### config.mk
export PLATFORM = sky130hd
export DESIGN_NAME = e_branch_resolve
export DESIGN_NICKNAME = d
export VERILOG_FILES = /design/src/rtl/br_pkg.sv /design/src/rtl/bht_2bit.sv /design/src/rtl/e_branch_resolve.sv
export SDC_FILE = /design/constraint.sdc
export NUM_CORES = 1
export LEC_CHECK = 0
export ABC_AREA = 1
export CORE_ASPECT_RATIO = 0.8
export CORE_MARGIN = 4
export CORE_UTILIZATION = 39
export DETAILED_ROUTE_END_ITERATION = 6
export HOLD_SLACK_MARGIN = 0.02
export SLEW_MARGIN = 40
export SYNTH_ARGS = -nofsm -noshare
export SYNTH_HDL_FRONTEND = slang
export SYNTH_HIERARCHICAL = 1
export SYNTH_SLANG_ARGS = --single-unit
### constraint.sdc
create_clock -name clk -period 9.3 [get_ports clk]
set_clock_uncertainty 0.15 [all_clocks]
set_input_delay 1.86 -clock clk [delete_from_list [all_inputs] [get_ports clk]]
set_output_delay 1.86 -clock clk [all_outputs]
set_load 0.05 [all_outputs]
### src/rtl/br_pkg.sv
// Shared encodings for the execute-stage branch resolution unit:
// jump/branch codes, 2-bit counter values, table FSM states and helpers.
package br_pkg;

    // ex_jump_code encodings
    localparam logic [1:0] JC_NONE   = 2'b00;
    localparam logic [1:0] JC_BRANCH = 2'b01;
    localparam logic [1:0] JC_JAL    = 2'b10;
    localparam logic [1:0] JC_JALR   = 2'b11;

    // ex_branch_code encodings (funct3); any other code is never taken
    localparam logic [2:0] BC_EQ  = 3'b000;
    localparam logic [2:0] BC_NE  = 3'b001;
    localparam logic [2:0] BC_LT  = 3'b100;
    localparam logic [2:0] BC_GE  = 3'b101;
    localparam logic [2:0] BC_LTU = 3'b110;
    localparam logic [2:0] BC_GEU = 3'b111;

    // 2-bit saturating counter values; bit 1 is the taken prediction
    localparam logic [1:0] BHT_SNT = 2'd0;
    localparam logic [1:0] BHT_WNT = 2'd1;
    localparam logic [1:0] BHT_WT  = 2'd2;
    localparam logic [1:0] BHT_ST  = 2'd3;

    // Table FSM: INIT sweeps every entry to weakly-not-taken, RUN serves traffic
    typedef enum logic [0:0] {
        ST_INIT = 1'b0,
        ST_RUN  = 1'b1
    } bht_state_e;

    // Branch condition on full 32-bit operands
    function automatic logic branch_cond(input logic [2:0] code,
                                         input logic [31:0] a,
                                         input logic [31:0] b);
        logic r;
        r = 1'b0;
        case (code)
            BC_EQ:   r = (a == b);
            BC_NE:   r = (a != b);
            BC_LT:   r = ($signed(a) <  $signed(b));
            BC_GE:   r = ($signed(a) >= $signed(b));
            BC_LTU:  r = (a <  b);
            BC_GEU:  r = (a >= b);
            default: r = 1'b0;
        endcase
        return r;
    endfunction

    // Saturating step of a 2-bit counter
    function automatic logic [1:0] sat_update(input logic [1:0] cur, input logic inc);
        logic [1:0] r;
        r = cur;
        if (inc) begin
            if (cur != BHT_ST) r = cur + 2'd1;
        end else begin
            if (cur != BHT_SNT) r = cur - 2'd1;
        end
        return r;
    endfunction

endpackage

### src/rtl/bht_2bit.sv
// 2-bit branch history table: counter array, self-initialising INIT/RUN FSM,
// combinational prediction read port and a single saturating update port.
// The array itself has no reset; INIT writes every entry after each reset.
module bht_2bit
    import br_pkg::*;
#(
    parameter int IDX_W = 6
) (
    input  logic             clk,
    input  logic             rst_n,
    input  logic [IDX_W-1:0] rd_idx,
    output logic             rd_taken,
    input  logic             upd_en,
    input  logic [IDX_W-1:0] upd_idx,
    input  logic             upd_set_strong,
    input  logic             upd_taken,
    output logic             state_dbg
);

    localparam int DEPTH = 2 ** IDX_W;

    logic [1:0]       bht_q [DEPTH];
    bht_state_e       state_q, state_d;
    logic [IDX_W-1:0] idx_q, idx_d;
    logic             wr_en;
    logic [IDX_W-1:0] wr_idx;
    logic [1:0]       wr_val;

    // FSM register and init sweep index
    always_ff @(posedge clk or negedge rst_n) begin
        if (!rst_n) begin
            state_q <= ST_INIT;
            idx_q   <= '0;
        end else begin
            state_q <= state_d;
            idx_q   <= idx_d;
        end
    end

    // Next state and the single write port: init sweep or training update
    always_comb begin
        state_d = state_q;
        idx_d   = idx_q;
        wr_en   = 1'b0;
        wr_idx  = upd_idx;
        wr_val  = BHT_WNT;
        case (state_q)
            ST_INIT: begin
                wr_en  = 1'b1;
                wr_idx = idx_q;
                wr_val = BHT_WNT;
                idx_d  = idx_q + 1'b1;
                if (idx_q == '1) state_d = ST_RUN;
            end
            ST_RUN: begin
                if (upd_en) begin
                    wr_en  = 1'b1;
                    wr_val = upd_set_strong ? BHT_ST : sat_update(bht_q[upd_idx], upd_taken);
                end
            end
            default: state_d = ST_INIT;
        endcase
    end

    // Counter array write; reads in the same cycle see the old value
    always_ff @(posedge clk) begin
        if (wr_en) bht_q[wr_idx] <= wr_val;
    end

    assign rd_taken  = (state_q == ST_RUN) & bht_q[rd_idx][1];
    assign state_dbg = state_q;

endmodule

### src/rtl/e_branch_resolve.sv
// Execute-stage branch resolution: computes the real next PC for jal/jalr and
// conditional branches, raises a registered one-cycle redirect on mispredict,
// emits branch-target-cache write data, trains the BHT and counts events.
// The EX slot right after a redirect is wrong-path and is ignored.
module e_branch_resolve
    import br_pkg::*;
#(
    parameter int PC_W      = 13,
    parameter int BTB_IDX_W = 11,
    parameter int BHT_IDX_W = 6,
    parameter int CNT_W     = 32
) (
    input  logic                        clk,
    input  logic                        rst_n,
    input  logic                        ex_valid,
    input  logic [PC_W-1:0]             ex_pc,
    input  logic [PC_W-1:0]             ex_pc_predicted,
    input  logic [31:0]                 ex_imm,
    input  logic [31:0]                 ex_rs1,
    input  logic [31:0]                 ex_rs2,
    input  logic [1:0]                  ex_jump_code,
    input  logic [2:0]                  ex_branch_code,
    input  logic                        ex_cannot_calcpc,
    input  logic [PC_W-1:0]             f_pc,
    output logic                        f_pred_taken,
    output logic                        redirect_valid,
    output logic [PC_W-1:0]             redirect_pc,
    output logic                        btb_wen,
    output logic [BTB_IDX_W-1:0]        btb_w_addr,
    output logic [2*PC_W-BTB_IDX_W:0]   btb_w_data,
    output logic                        init_busy,
    output logic [CNT_W-1:0]            branch_count,
    output logic [CNT_W-1:0]            mispredict_count
);

    localparam int BTB_DW = 1 + 2 * PC_W - BTB_IDX_W;

    logic                 redirect_valid_q, redirect_valid_d;
    logic [PC_W-1:0]      redirect_pc_q, redirect_pc_d;
    logic                 btb_wen_q, btb_wen_d;
    logic [BTB_IDX_W-1:0] btb_w_addr_q, btb_w_addr_d;
    logic [BTB_DW-1:0]    btb_w_data_q, btb_w_data_d;
    logic [CNT_W-1:0]     branch_count_q, branch_count_d;
    logic [CNT_W-1:0]     mispredict_count_q, mispredict_count_d;

    logic [PC_W-1:0]      jump_base;
    logic [PC_W-1:0]      jump_pc;
    logic [PC_W-1:0]      next_pc;
    logic                 cond;
    logic                 taken;
    logic                 acc;
    logic                 is_cti;
    logic                 mispredict;
    logic                 bht_state;

    // Operand bits outside the word-address window do not affect the result
    logic unused_ok;
    assign unused_ok = ^{ex_imm[31:PC_W+2], ex_imm[1:0], f_pc[PC_W-1:BHT_IDX_W]};

    // Target, condition, acceptance and next register values
    always_comb begin
        jump_base          = (ex_jump_code == JC_JALR) ? ex_rs1[PC_W+1:2] : ex_pc;
        jump_pc            = ex_imm[PC_W+1:2] + jump_base;
        cond               = branch_cond(ex_branch_code, ex_rs1, ex_rs2);
        taken              = ((ex_jump_code == JC_BRANCH) & cond) | ex_jump_code[1];
        next_pc            = taken ? jump_pc : (ex_pc + PC_W'(1));
        acc                = ex_valid & ~init_busy & ~redirect_valid_q;
        is_cti             = acc & (ex_jump_code != JC_NONE);
        mispredict         = acc & ex_cannot_calcpc & (next_pc != ex_pc_predicted);

        redirect_valid_d   = mispredict;
        redirect_pc_d      = mispredict ? next_pc : redirect_pc_q;
        btb_wen_d          = is_cti;
        btb_w_addr_d       = btb_w_addr_q;
        btb_w_data_d       = btb_w_data_q;
        branch_count_d     = branch_count_q;
        mispredict_count_d = mispredict_count_q;
        if (is_cti) begin
            btb_w_addr_d   = ex_pc[BTB_IDX_W-1:0];
            btb_w_data_d   = {1'b1, ex_pc[PC_W-1:BTB_IDX_W], jump_pc};
            branch_count_d = branch_count_q + CNT_W'(1);
        end
        if (mispredict) mispredict_count_d = mispredict_count_q + CNT_W'(1);
    end

    // Output and performance counter registers
    always_ff @(posedge clk or negedge rst_n) begin
        if (!rst_n) begin
            redirect_valid_q   <= 1'b0;
            redirect_pc_q      <= '0;
            btb_wen_q          <= 1'b0;
            btb_w_addr_q       <= '0;
            btb_w_data_q       <= '0;
            branch_count_q     <= '0;
            mispredict_count_q <= '0;
        end else begin
            redirect_valid_q   <= redirect_valid_d;
            redirect_pc_q      <= redirect_pc_d;
            btb_wen_q          <= btb_wen_d;
            btb_w_addr_q       <= btb_w_addr_d;
            btb_w_data_q       <= btb_w_data_d;
            branch_count_q     <= branch_count_d;
            mispredict_count_q <= mispredict_count_d;
        end
    end

    bht_2bit #(
        .IDX_W(BHT_IDX_W)
    ) u_bht (
        .clk           (clk),
        .rst_n         (rst_n),
        .rd_idx        (f_pc[BHT_IDX_W-1:0]),
        .rd_taken      (f_pred_taken),
        .upd_en        (is_cti),
        .upd_idx       (ex_pc[BHT_IDX_W-1:0]),
        .upd_set_strong(ex_jump_code[1]),
        .upd_taken     (taken),
        .state_dbg     (bht_state)
    );

    assign init_busy        = (bht_state == 1'(ST_INIT));
    assign redirect_valid   = redirect_valid_q;
    assign redirect_pc      = redirect_pc_q;
    assign btb_wen          = btb_wen_q;
    assign btb_w_addr       = btb_w_addr_q;
    assign btb_w_data       = btb_w_data_q;
    assign branch_count     = branch_count_q;
    assign mispredict_count = mispredict_count_q;

endmodule
* Yosys cells after proc, flatten, opt, wreduce, memory -nomap -nowiden
Memory sizes are Yosys's and may differ from the RTL's.
Index checks and enable logic that the tools add are counted.
** Operators by class
- $add $sub $neg :: 7
- Order comparisons :: 4
- Equal/unequal tests :: 12
- Muxes and demuxes :: 16
- Bitwise logic cells :: 10
- Reductions and logical operators :: 3
** Operators with widths (number)
- adder 32 x 1 -> 32 bit, second input constant :: 2
- >= comparator 32 bit :: 2
- < comparator 32 bit :: 2
- == test 32 bit :: 1
- inequality test 32 bit :: 1
- two-way mux 13 bit :: 2
- adder 13 x 1 -> 13 bit, second input constant :: 1
- adder 13 bit :: 1
- inequality test 13 bit :: 1
- == test 3 bit, second input constant :: 4
- two-way mux 2 bit :: 5
- bitwise AND 1 bit :: 7
- adder 6 x 1 -> 6 bit, second input constant :: 1
- == test 6 bit, second input constant :: 1
- two-way mux 6 bit :: 1
- one-hot mux 1 bit (6 select lines) :: 1
- two-way mux 1 bit :: 5
- one-hot mux 2 bit (2 select lines) :: 1
- nonzero test 2 bit :: 2
- == test 3 x 1 -> 1 bit, second input constant :: 1
- zero test 3 bit :: 1
- adder 2 x 1 -> 2 bit, second input constant :: 1
- == test 2 x 1 -> 1 bit, second input constant :: 1
- == test 2 bit, second input constant :: 1
- 5 further kinds :: 6
** Word-level totals
- Register bits after elaboration :: 113
- Bits in writable memories :: 128
- Input port bits :: 144
- Memories :: 1
** Memories
- u_bht.bht_q :: depth 64, bits a word 2, rd ports 2, clocked after memory_dff 0, write ports 1, RTL line bht_2bit.sv:22 : logic [1:0] bht_q [DEPTH];

* Longest topological paths before layout
Gate-level depths: netlist of the first run.
- Word-level depth :: 8
- Gate-level depth with buffers :: 29
- Gate-level depth less buffers :: 28

* Cells and area by module
The synthesis of the first run kept the hierarchy.
** Modules (own cells, without submodules)
- e_branch_resolve :: times used 1, cells each 1001, area each 7374.6 um2, sequential area each 2652.5 um2
- bht_2bit :: times used 1, cells each 678, area each 6575.1 um2, sequential area each 4018.9 um2

* Worst setup path before layout of the first run
No wires, ideal clock.
- Path type :: input port to flip-flop
- Start point :: input ex_rs2[7]
- End point :: memory u_bht.bht_q[0][1], data pin
- Setup time :: 0.548 ns
- Arrival time :: 5.270 ns
- Required time :: 8.602 ns
- Slack :: 3.331 ns
- Cell stages on the path :: 20
- Path buffers :: 1
- Path through :: inv_1 -> ha_1 -> nand2_1 -> nor2_1 -> nand3_1 -> nand3_1 -> nand2_1 -> nand2_1 -> nand2_1 -> nand2_1 -> nand2_1 -> nand3_1 -> nand2_1 -> nand3_2 -> nand2_4 -> nand2_4 -> buf_6 -> nand3b_1 -> nand2_1 -> a21oi_1
** On the way
- Word-level cells in the longest chain between the ends :: 8
- Elaborated cells on any way between the ends :: 13
- Those cells by class :: order compare: 4; eq/ne: 2; mux: 5; bitwise: 2
** Ends and longest elaborated chain
- start: declaration :: RTL line e_branch_resolve.sv:20 : input logic [31:0] ex_rs2,
- >= comparator 32 bit, or another cell as far along :: RTL line br_pkg.sv:43 : BC_GEU: r = (a >= b);
- one-hot mux 1 bit (6 select lines) * :: RTL line br_pkg.sv:37 : case (code)
- bitwise AND 1 bit * :: RTL line e_branch_resolve.sv:65 : taken = ((ex_jump_code == JC_BRANCH) & cond) | ex_jump_code[1];
- bitwise OR 1 bit * :: RTL line e_branch_resolve.sv:65
- via taken :: RTL line e_branch_resolve.sv:50 : logic taken;
- two-way mux 2 bit * :: RTL line br_pkg.sv:53 : if (inc) begin
- two-way mux 2 bit * :: RTL line bht_2bit.sv:58 : wr_val = upd_set_strong ? BHT_ST : sat_update(bht_q[upd_idx], upd_taken);
- two-way mux 2 bit * :: RTL line bht_2bit.sv:56 : if (upd_en) begin
- one-hot mux 2 bit (2 select lines) * :: RTL line bht_2bit.sv:47 : case (state_q)
- via u_bht.wr_val[1] :: RTL line bht_2bit.sv:27 : logic [1:0] wr_val;
- end: declaration :: RTL line bht_2bit.sv:22
Mark *: on every way through the listed nets, which the timed path passes. The rest lies on a longest branch.

* Worst setup path after layout of the first run
- Start point :: input f_pc[1]
- End point :: output f_pred_taken
** On the way
- Word-level cells in the longest chain between the ends :: 2
** Ends and longest elaborated chain
- start: declaration :: RTL line e_branch_resolve.sv:24 : input logic [PC_W-1:0] f_pc,
- memory (64 x 2 bit)
- bitwise AND 1 bit :: RTL line bht_2bit.sv:70 : assign rd_taken = (state_q == ST_RUN) & bht_q[rd_idx][1];
- end: declaration :: RTL line e_branch_resolve.sv:25 : output logic f_pred_taken,
Every way passes these cells.

==> flow_summary.yaml, run 1 <==
run_status:
  run_status: "finished clean"
grt:
  grt_max_degree: 73
  antenna_found_initial: 3
  gr-usage-met1_pct: 29.18
  grt.busiest_layer: "met2"
  first_global_vias: 11902
  gr_met3_demand_resource_pct: 4.256
  use_met2_pct: 32.42
  first_pass_grt_wire_length_mm: 64.27
  globalRouteOverflowTotal: 0
  groute.usage.overall_pct: 20.67
clocking:
  cts.sink_count: 241
  postCtsSetupBuffers: 0
  postCtsHoldBufs: 0
  numCtsBuffers: 27
  clkSlewWorstSetupHoldPaths_ns: 0.06
  cts-resized-gates: 0
  clock_insertion_delay_worst_skew_ns: 0.57
  clk_buf_depth: 3
  h-tree-depth: 1
  clockRootBuffer: "sky130_fd_sc_hd__clkbuf_16"
  tritoncts_clock_tree: "built"
final_layout:
  most-common-layout-cells: "sky130_fd_sc_hd__nand2_1 (464), sky130_fd_sc_hd__clkdlybuf4s50_1 (223), sky130_fd_sc_hd__nand3_1 (219)"
  seq_area_mm2: 0.006671
  area.growth.synth_to_final_pct: 25.30
  design_area_mm2: 0.01748
  multi_input_area_mm2: 0.006384
  final_layout_size_suffix_gt1_share_pct: 5.623
  fillCellCount: 3314
  design.final.nets: 2076
  final_common_cell: "sky130_fd_sc_hd__nand2_1"
pwr:
  ir_worst_vdd_v: 0.0001131
  total_power_mw: 2.582
  pwr_density_mw_per_mm2: 147.7
  power.static_leakage_nw: 7.604
placement:
  placed_area_mm2: 0.01651
  final_weighted_congestion_of_routability_driven_global_placement: 0.8995
  place_hpwl_mm: 28.90
  io_buffer_count: 225
  detailedPlace.worstSlack_ns: 2.148
die:
  die-area_mm2: 0.03888
  fp.coreArea_mm2: 0.03503
  io-pin-count: 252
  std_cell_rows: 61
  chipHeight_um: 177.2
  effective_utilization_at_floorplan_pct: 39.82
  dieWidth_um: 219.5
yosys:
  yosys_register_bits: 241
  asyncSetResetFlopFracSynth_pct: 46.89
  synth-main-ff-cell: "sky130_fd_sc_hd__edfxtp_1"
  yosysUniqueCellTypes: 43
  postSynthAreaPerCell_um2: 8.308
  postSynthNetCount: 1872
  synth-edff-count: 128
  ys_warnings: 6
  post_synth_inst_count: 1679
  synth.yosys.seq_area_share_pct: 47.82
  synth_area_mm2: 0.01395
sta:
  min_period_over_period_pct: 78.01
  tightest_slew_ns: 0.8287
  setup_viol: 0
  maxSlewHeadroom_pct: 44.69
  finalCriticalPeriod_ns: 7.255
  setup_slack_ns: 2.045
  finalMaxSlewViolations: 0
  rsz_0062_raised_after_global_routing: "false"
  final-hold-violation-count: 0
  achievable-frequency_ghz: 0.1378
  finalHoldWorstSlack_ns: 0.3213
  totalNegativeSetupSlack_ns: 0
drt:
  postRouteAntennaNets: 0
  drt_pre_antenna_iters: 5
  via_count: 12218
  finalWirelength_mm: 41.35
  route.detailed.drc: 0
  detailedRoute.firstIterationViolations: 1044
  post_drt_wl_per_cell_um: 17.40
  post_drt_via_cell_ratio: 5.142
setup_path:
  crit_chain: "clkdlybuf4s50_1, inv_1, o21ai_0, o22ai_1, o21ai_0, o211ai_1, nand3_1, a21oi_1, clkdlybuf4s50_1"
  worstPathMaxFanout: 17
  required_ns: 7.29
  crit_path_start_kind: "input pin"
  critical-path-slowest-cell: "sky130_fd_sc_hd__clkdlybuf4s50_1"
  worst_path_class_setup: "in -> out"
  worst-endpoint-arrival_ns: 5.24
  worst_path_largest_cell_delay_ns: 0.83
  critical_path.endpoint_type: "output pin"
  crit_buf_inv: 3
  critical-path-top-delay-family: "buffers and inverters"
run:
  drv_cap: 0
worst_hold_path:
  holdCritPathClass: "reg -> reg"
worst min-delay path, stage by stage (launching register included):
cell	delay, ns
sky130_fd_sc_hd__dfrtp_1	0.34
sky130_fd_sc_hd__nand2_1	0.05
sky130_fd_sc_hd__nand2_1	0.04
per-stage QoR:
step	cells	utilization (%)
6_report	2376	49.89
5_1_grt	2376	49.89
4_1_cts	2375	49.88
3_5_place_dp	2326	47.12
3_3_place_gp	2326	47.11
2_1_floorplan	1679	-
power breakdown:
part	internal (mW)	switching (mW)	leakage [nW]	total, mW
registers	1.12	0	2.43	1.12
logic	0.117	0.175	4.71	0.292
clock network	0.723	0.450	0.470	1.17
cell families after synthesis:
family / after synthesis / synth area share, %
flops: 241 / 47.82
compound gates: 145 / 5.875
fa+ha+maj: 49 / 4.449
simple gates: 957 / 29.91
xor+xnor: 85 / 5.337
buf+inv: 202 / 6.602
area by class of cell:
type	count	share of cell area [%]
Antenna cell	1	0.01432
Clock buffer	28	3.887
Clock inverter	21	1.646
Inverter	140	3.006
Multi-Input combinational cell	1236	36.52
Sequential cell	241	38.17
Tap cell	472	3.379
Timing Repair Buffer	237	13.38
registers in the layout (all words and copies together), names as in the netlist:
register / cells
u_bht/idx_q: 6
u_bht/state_dbg: 1
btb_w_addr: 11
btb_wen: 1
redirect_valid: 1
branch_count: 32
mispredict_count: 32
u_bht/bht_q: 128
btb_w_data: 16
redirect_pc: 13
routing by layer:
metal  vias up  part of all wire [%]
met3        78                   8.1
met2       423                    45
met5         -                 0.053
li1       5992                     -
met4         4                   2.6
met1      5721                    44
cell usage after synthesis (6+ instances only):
master                     number  area, µm²
sky130_fd_sc_hd__buf_4         16      120.1
sky130_fd_sc_hd__nand3b_1       9      67.56
sky130_fd_sc_hd__nor2_1       172      645.6
sky130_fd_sc_hd__o221ai_1      10      87.58
sky130_fd_sc_hd__clkbuf_1      14      52.55
sky130_fd_sc_hd__nor3_1        20      100.1
sky130_fd_sc_hd__nor2_2        11      68.82
sky130_fd_sc_hd__o21ai_0       65      325.3
sky130_fd_sc_hd__nand3_1      219       1096
sky130_fd_sc_hd__xnor2_1       23      201.4
sky130_fd_sc_hd__nand3_2        6      60.06
sky130_fd_sc_hd__nand2_2       11      68.82
sky130_fd_sc_hd__buf_2         16      80.08
sky130_fd_sc_hd__inv_1        133      499.2
sky130_fd_sc_hd__edfxtp_1     128       3844
sky130_fd_sc_hd__nor4_1        14      87.58
sky130_fd_sc_hd__nand4_1       18      112.6
sky130_fd_sc_hd__a21oi_1       46      230.2
sky130_fd_sc_hd__nand2_1      465       1745
sky130_fd_sc_hd__ha_1          48      600.6
sky130_fd_sc_hd__o22ai_1        6      37.54
sky130_fd_sc_hd__xor2_1        62      543.0
sky130_fd_sc_hd__dfrtp_1      113       2828
sky130_fd_sc_hd__buf_6         11      123.9
worst paths after layout:
check                                      startpoint                            to  slack, ns  cells past startpoint
max                                           f_pc[1]                  f_pred_taken       2.05                      9
min                        redirect_pc[0]$_DFFE_PN0P_    redirect_pc[0]$_DFFE_PN0P_       0.32                      2
max reg2reg                 u_bht/state_dbg$_DFF_PN0_  branch_count[30]$_DFFE_PN0P_       5.09                     18
min reg2reg                redirect_pc[0]$_DFFE_PN0P_    redirect_pc[0]$_DFFE_PN0P_       0.32                      2
max in group asynchronous                       rst_n   branch_count[1]$_DFFE_PN0P_       6.81                      2
min in group asynchronous                       rst_n  branch_count[31]$_DFFE_PN0P_       1.16                      1
(Power assumes the default switching activity.)
==> run 2: changes to the inputs <==
==> constraint.sdc (replaced) <==
create_clock -name clk -period 6.45 [get_ports clk]
set_clock_uncertainty 0.15 [all_clocks]
set_input_delay 1.29 -clock clk [delete_from_list [all_inputs] [get_ports clk]]
set_output_delay 1.29 -clock clk [all_outputs]
set_load 0.05 [all_outputs]
==> run 2 against run 1 <==
  * Global-route usage grew 0.31 points
  * Combinational power grew 46%
  * First-iteration DRC count shrank 4.9%
  * Critical path type is now in -> reg
  * Critical endpoint is now mispredict_count[25]$_DFFE_PN0P_
  * Largest cell class unchanged
==> flow_summary.yaml, run 2 (synthesis gave the netlist of run 1 again) <==
die:
  die-area_mm2: 0.03888
  std_cell_rows: 61
  fp.coreArea_mm2: 0.03503
  chipHeight_um: 177.2
  io-pin-count: 252
  dieWidth_um: 219.5
  effective_utilization_at_floorplan_pct: 39.82
setup_path:
  reg2reg_from: "u_bht/state_dbg$_DFF_PN0_"
  worst-endpoint-arrival_ns: 5.82
  required_ns: 6.77
  timing.rr.end: "branch_count[30]$_DFFE_PN0P_"
  cp-startpoint: "ex_jump_code[1]"
  ff2ff_path_depth: 17
  worst_setup_path_endpoint: "mispredict_count[25]$_DFFE_PN0P_"
  reg2reg_setup_slack_ns: 2.38
  crit_path_start_kind: "input pin"
  worstPathMaxFanout: 46
  worst_path_class_setup: "in -> reg"
  critical_path.endpoint_type: "flip-flop"
pwr:
  power.switching_uw: 886.2
  internal-power_mw: 2.642
  power.share.switching_pct: 25.12
  comb_power_share_pct: 12.1
  total_power_mw: 3.528
  power.static_leakage_nw: 7.585
  pwr_density_mw_per_mm2: 202.7
  p_seq_share_pct: 45.6
  clock_power_share_pct: 42.3
  ir_worst_vdd_v: 0.0002054
clocking:
  numCtsBuffers: 27
  postCtsSetupBuffers: 0
  clkSlewWorstSetupHoldPaths_ns: 0.06
  clock_insertion_delay_worst_skew_ns: 0.56
  tritoncts_clock_tree: "built"
  cts.sink_count: 241
  clockRootBuffer: "sky130_fd_sc_hd__clkbuf_16"
  cts-resized-gates: 0
  postCtsHoldBufs: 0
  h-tree-depth: 1
  clk_buf_depth: 3
final_layout:
  area.growth.synth_to_final_pct: 24.78
  largest_reg_flops: 128
  most-common-layout-cells: "sky130_fd_sc_hd__nand2_1 (465), sky130_fd_sc_hd__clkdlybuf4s50_1 (222), sky130_fd_sc_hd__nand3_1 (219)"
  design.final.nets: 2082
  largest-register: "u_bht/bht_q"
  multi_input_area_mm2: 0.006381
  utilization_pct: 49.69
  num_antenna_cells: 0
  final_common_cell: "sky130_fd_sc_hd__nand2_1"
  fillCellCount: 3313
  seq_area_mm2: 0.006671
  final_layout_size_suffix_gt1_share_pct: 5.451
drt:
  post_drt_wl_per_cell_um: 17.60
  met2RoutedLength_mm: 19.31
  postRouteAntennaNets: 0
  wl_met3_mm: 2.825
  drt_pre_antenna_iters: 5
  post_drt_via_cell_ratio: 5.172
  finalWirelength_mm: 41.88
  route.detailed.drc: 0
  via_count: 12309
  met1Wirelength_mm: 18.81
  detailedRoute.firstIterationViolations: 993
  routed.top_layer: "met5"
grt:
  globalRouteOverflowTotal: 0
  antenna_found_initial: 1
  groute.usage.overall_pct: 20.98
  first_pass_grt_wire_length_mm: 65.25
  grt_max_degree: 72
  first_global_vias: 11789
sta:
  finalMaxSlewViolations: 0
  setup_slack_ns: 0.9472
  min_period_over_period_pct: 85.32
  final-hold-violation-count: 0
  finalCriticalPeriod_ns: 5.503
  totalNegativeSetupSlack_ns: 0
  setup_viol: 0
  tightest_slew_ns: 0.8187
  finalHoldWorstSlack_ns: 0.3182
  achievable-frequency_ghz: 0.1817
  maxSlewHeadroom_pct: 45.36
  rsz_0062_raised_after_global_routing: "false"
placement:
  io_buffer_count: 225
  detailedPlace.worstSlack_ns: 0.4955
  place_hpwl_mm: 29.69
  final_weighted_congestion_of_routability_driven_global_placement: 0.8908
worst_hold_path:
  hold_start: "redirect_pc[2]$_DFFE_PN0P_"
  holdCritPathClass: "reg -> reg"
  hold-path-cell-count: 2
run_status:
  run_status: "finished clean"
run:
  drv_cap: 0
run 2: worst min-delay path by stage:
stage | endpoint | slack, ns
4_1_cts | redirect_pc[2]$_DFFE_PN0P_ | 0.32
5_1_grt | branch_count[31]$_DFFE_PN0P_ | 0.34
2_1_floorplan | u_bht/idx_q[5]$_DFFE_PN0N_ | 0.32
6_report | redirect_pc[2]$_DFFE_PN0P_ | 0.32
3_5_place_dp | redirect_pc[2]$_DFFE_PN0P_ | 0.31
3_3_place_gp | redirect_pc[2]$_DFFE_PN0P_ | 0.31
run 2: routing by layer:
metal	vias up	global-route usage [%]
met1	5826	29.80
met4	2	4.870
met3	60	3.758
met2	406	33.55
li1	6015	-
met5	-	0
run 2: final cells by class:
class,count,share of cell area [%]
clock buffers,41,4.413
clock inverters,7,0.4385
inverters,140,3.019
multi-input cells,1236,36.66
flip-flops and latches,241,38.33
well taps,472,3.393
repair buffers,243,13.75
run 2: power groups by stage:
stage,registers (mW),clock network (mW),logic (mW)
final,1.61,1.49,0.427
after global routing,1.61,1.58,0.480
after CTS,1.61,1.52,0.426
after detailed placement,1.64,0,0.424
after global placement,1.64,0,0.416
after floorplan,1.64,0,0.250
run 2: critical path, cell delays in order:
cell                              delay [ns]
sky130_fd_sc_hd__clkdlybuf4s50_1        0.64
sky130_fd_sc_hd__nand2_1                0.37
sky130_fd_sc_hd__buf_4                  0.30
sky130_fd_sc_hd__nor2_1                 0.09
sky130_fd_sc_hd__a21oi_1                0.05
sky130_fd_sc_hd__ha_1                   0.35
sky130_fd_sc_hd__nand2_1                0.09
sky130_fd_sc_hd__o21ai_0                0.18
sky130_fd_sc_hd__a21oi_1                0.09
sky130_fd_sc_hd__o21ai_0                0.28
sky130_fd_sc_hd__a21oi_1                0.11
sky130_fd_sc_hd__o21bai_1               0.26
sky130_fd_sc_hd__xor2_1                 0.23
sky130_fd_sc_hd__nand2_1                0.09
sky130_fd_sc_hd__nand3_1                0.08
sky130_fd_sc_hd__nand2_1                0.06
sky130_fd_sc_hd__nor2_1                 0.10
sky130_fd_sc_hd__nand2_1                0.07
sky130_fd_sc_hd__nor2_2                 0.17
sky130_fd_sc_hd__nand2_4                0.31
sky130_fd_sc_hd__nand2_8                0.40
sky130_fd_sc_hd__nand2_1                0.09
sky130_fd_sc_hd__nand2_1                0.08
run 2: stage by stage:
| stage | cells | instance area [µm²] |
|---|---|---|
| after floorplan | 1679 | 13950 |
| after global placement | 2332 | 16560 |
| after detailed placement | 2332 | 16560 |
| after CTS | 2380 | 17410 |
| after global routing | 2380 | 17410 |
| final | 2380 | 17410 |
==> run 3: changes to the inputs <==
--- a/config.mk
+++ b/config.mk
@@ -10,6 +10,7 @@
 export CORE_MARGIN = 4
 export CORE_UTILIZATION = 39
 export DETAILED_ROUTE_END_ITERATION = 6
+export DONT_BUFFER_PORTS = 1
 export HOLD_SLACK_MARGIN = 0.02
 export SLEW_MARGIN = 40
 export SYNTH_ARGS = -nofsm -noshare
==> run 3 against run 2 <==
  * Sequential power barely moved
  * Count of clock-buffer cells in the layout fell by 11
  * Utilization fell by 6.3 points
  * Critical path type unchanged
==> flow_summary.yaml, run 3 (synthesis gave the netlist of run 1 again) <==
grt:
  first_pass_grt_wire_length_mm: 61.84
  grt_max_degree: 114
  groute.usage.overall_pct: 20.05
  first_global_vias: 10858
  globalRouteOverflowTotal: 0
  antenna_found_initial: 0
setup_path:
  crit_top_cell: "sky130_fd_sc_hd__nand2_1"
  reg2reg_from: "u_bht/state_dbg$_DFF_PN0_"
  worst-endpoint-arrival_ns: 5.29
  ff2ff_path_depth: 17
  critical_path.endpoint_type: "flip-flop"
  crit_path_start_kind: "input pin"
  worstPathMaxFanout: 46
  crit_chain: "nand2_1, nor2_1, a21oi_1, ha_1, fa_1, nand3_1, nand2_1, a21oi_1, o21ai_0, a21oi_1, o21bai_1, xor2_1, nand2_1, nand3_1, nand2_1, nor2_1, nand2_1, nor2_2, nand2_4, nand2_8, nand2_1, nand2_1"
  critical-path-slowest-cell: "sky130_fd_sc_hd__nand2_1"
  worst_path_class_setup: "in -> reg"
  reg2reg_setup_slack_ns: 2.49
  required_ns: 6.76
  worst_path_largest_cell_delay_ns: 0.43
  timing.rr.end: "branch_count[30]$_DFFE_PN0P_"
pwr:
  p_seq_share_pct: 45.0
  power.switching_uw: 835.8
  pwr_density_mw_per_mm2: 235.5
  ir_worst_vdd_v: 0.0001808
  internal-power_mw: 2.740
  total_power_mw: 3.576
  power.share.switching_pct: 23.37
  power.static_leakage_nw: 6.757
  comb_power_share_pct: 8.6
  clock_power_share_pct: 46.4
clocking:
  tritoncts_clock_tree: "built"
  clockRootBuffer: "sky130_fd_sc_hd__clkbuf_16"
  postCtsSetupBuffers: 0
  cts-resized-gates: 0
  clkSlewWorstSetupHoldPaths_ns: 0.06
  postCtsHoldBufs: 0
  clk_buf_depth: 3
  clock_insertion_delay_worst_skew_ns: 0.56
  h-tree-depth: 1
  cts.sink_count: 241
  numCtsBuffers: 26
sta:
  rsz_0062_raised_after_global_routing: "false"
  final-hold-violation-count: 0
  maxSlewHeadroom_pct: 44.60
  setup_viol: 0
  totalNegativeSetupSlack_ns: 0
  achievable-frequency_ghz: 0.2011
  tightest_slew_ns: 0.8292
  finalMaxSlewViolations: 0
  finalHoldWorstSlack_ns: 0.2969
  min_period_over_period_pct: 77.09
  finalCriticalPeriod_ns: 4.972
drt:
  finalWirelength_mm: 40.13
  post_drt_via_cell_ratio: 5.350
  post_drt_wl_per_cell_um: 18.71
  route.detailed.drc: 0
  detailedRoute.firstIterationViolations: 1046
  via_count: 11476
  drt_pre_antenna_iters: 7
  postRouteAntennaNets: 0
placement:
  place_hpwl_mm: 27.81
  io_buffer_count: 0
  numPlacedInstances: 2097
  final_weighted_congestion_of_routability_driven_global_placement: 0.8834
die:
  die-area_mm2: 0.03888
  std_cell_rows: 61
  io-pin-count: 252
  fp.coreArea_mm2: 0.03503
  effective_utilization_at_floorplan_pct: 39.82
  chipHeight_um: 177.2
  dieWidth_um: 219.5
final_layout:
  area.growth.synth_to_final_pct: 8.853
  design.final.nets: 1846
  most-common-layout-cells: "sky130_fd_sc_hd__nand2_1 (465), sky130_fd_sc_hd__nand3_1 (219), sky130_fd_sc_hd__nor2_1 (172)"
  fillCellCount: 3471
  instances_no_fill: 2145
  largest-register: "u_bht/bht_q"
  num_antenna_cells: 0
  final_layout_size_suffix_gt1_share_pct: 6.157
  largest_reg_flops: 128
  final_common_cell: "sky130_fd_sc_hd__nand2_1"
worst_hold_path:
  holdCritPathClass: "in -> async"
run_status:
  run_status: "finished clean"
run:
  drv_cap: 0
## run 3: power by group through the flow
stage               Combinational, mW  Sequential (mW)  Clock [mW]
global route                    0.354             1.61        1.76
global placement                0.299             1.64           0
CTS                             0.305             1.61        1.70
floorplan                       0.250             1.64           0
detailed placement              0.303             1.64           0
finish                          0.308             1.61        1.66
## run 3: through the flow
step                area, µm²  utilization (%)  setup slack, ns
global route            15180            43.34            1.064
global placement        14230            40.62            1.069
detailed placement      14230            40.62           0.9865
floorplan               13950                -            1.051
finish                  15180            43.34            1.478
CTS                     15180            43.34            1.545
## run 3: critical path, delay by kind of cell
kind	cells	cell delay [ns]
AND/OR/NAND/NOR	14	2.32
AO/OA/AOI/OAI	5	0.74
adder cells (fa/ha/maj)	2	0.65
XOR/XNOR	1	0.19
## run 3: per-layer routing
| metal | wire [µm] | global-route usage (%) | share of wire (%) | vias up |
|---|---|---|---|---|
| met5 | 0 | 0 | 0 | - |
| met4 | 847 | 4.870 | 2.1 | 0 |
| met3 | 3744 | 5.063 | 9.3 | 61 |
| met2 | 18250 | 31.45 | 45 | 431 |
| met1 | 17280 | 27.98 | 43 | 5445 |
| li1 | - | - | - | 5539 |
## run 3: area by class of cell
class,instances,area [µm²],area share [%]
Inverter,140,528.0,3.477
Tap cell,472,590.6,3.889
Timing Repair Buffer,8,60.06,0.3955
Clock inverter,18,246.5,1.623
Multi-Input combinational cell,1236,6381,42.02
Sequential cell,241,6671,43.94
Clock buffer,30,706.9,4.656
## run 3: worst max-delay path by stage
stage	startpoint	endpoint	slack, ns	depth (start not counted)
detailed placement	ex_jump_code[1]	redirect_pc[12]$_DFFE_PN0P_	0.99	22
global route	ex_jump_code[0]	mispredict_count[16]$_DFFE_PN0P_	1.06	20
CTS	ex_jump_code[1]	redirect_pc[12]$_DFFE_PN0P_	1.54	22
global placement	ex_jump_code[1]	redirect_pc[3]$_DFFE_PN0P_	1.07	22
finish	ex_jump_code[0]	mispredict_count[10]$_DFFE_PN0P_	1.48	22
floorplan	ex_rs2[7]	u_bht/bht_q[0][1]$_DFFE_PP_	1.05	20
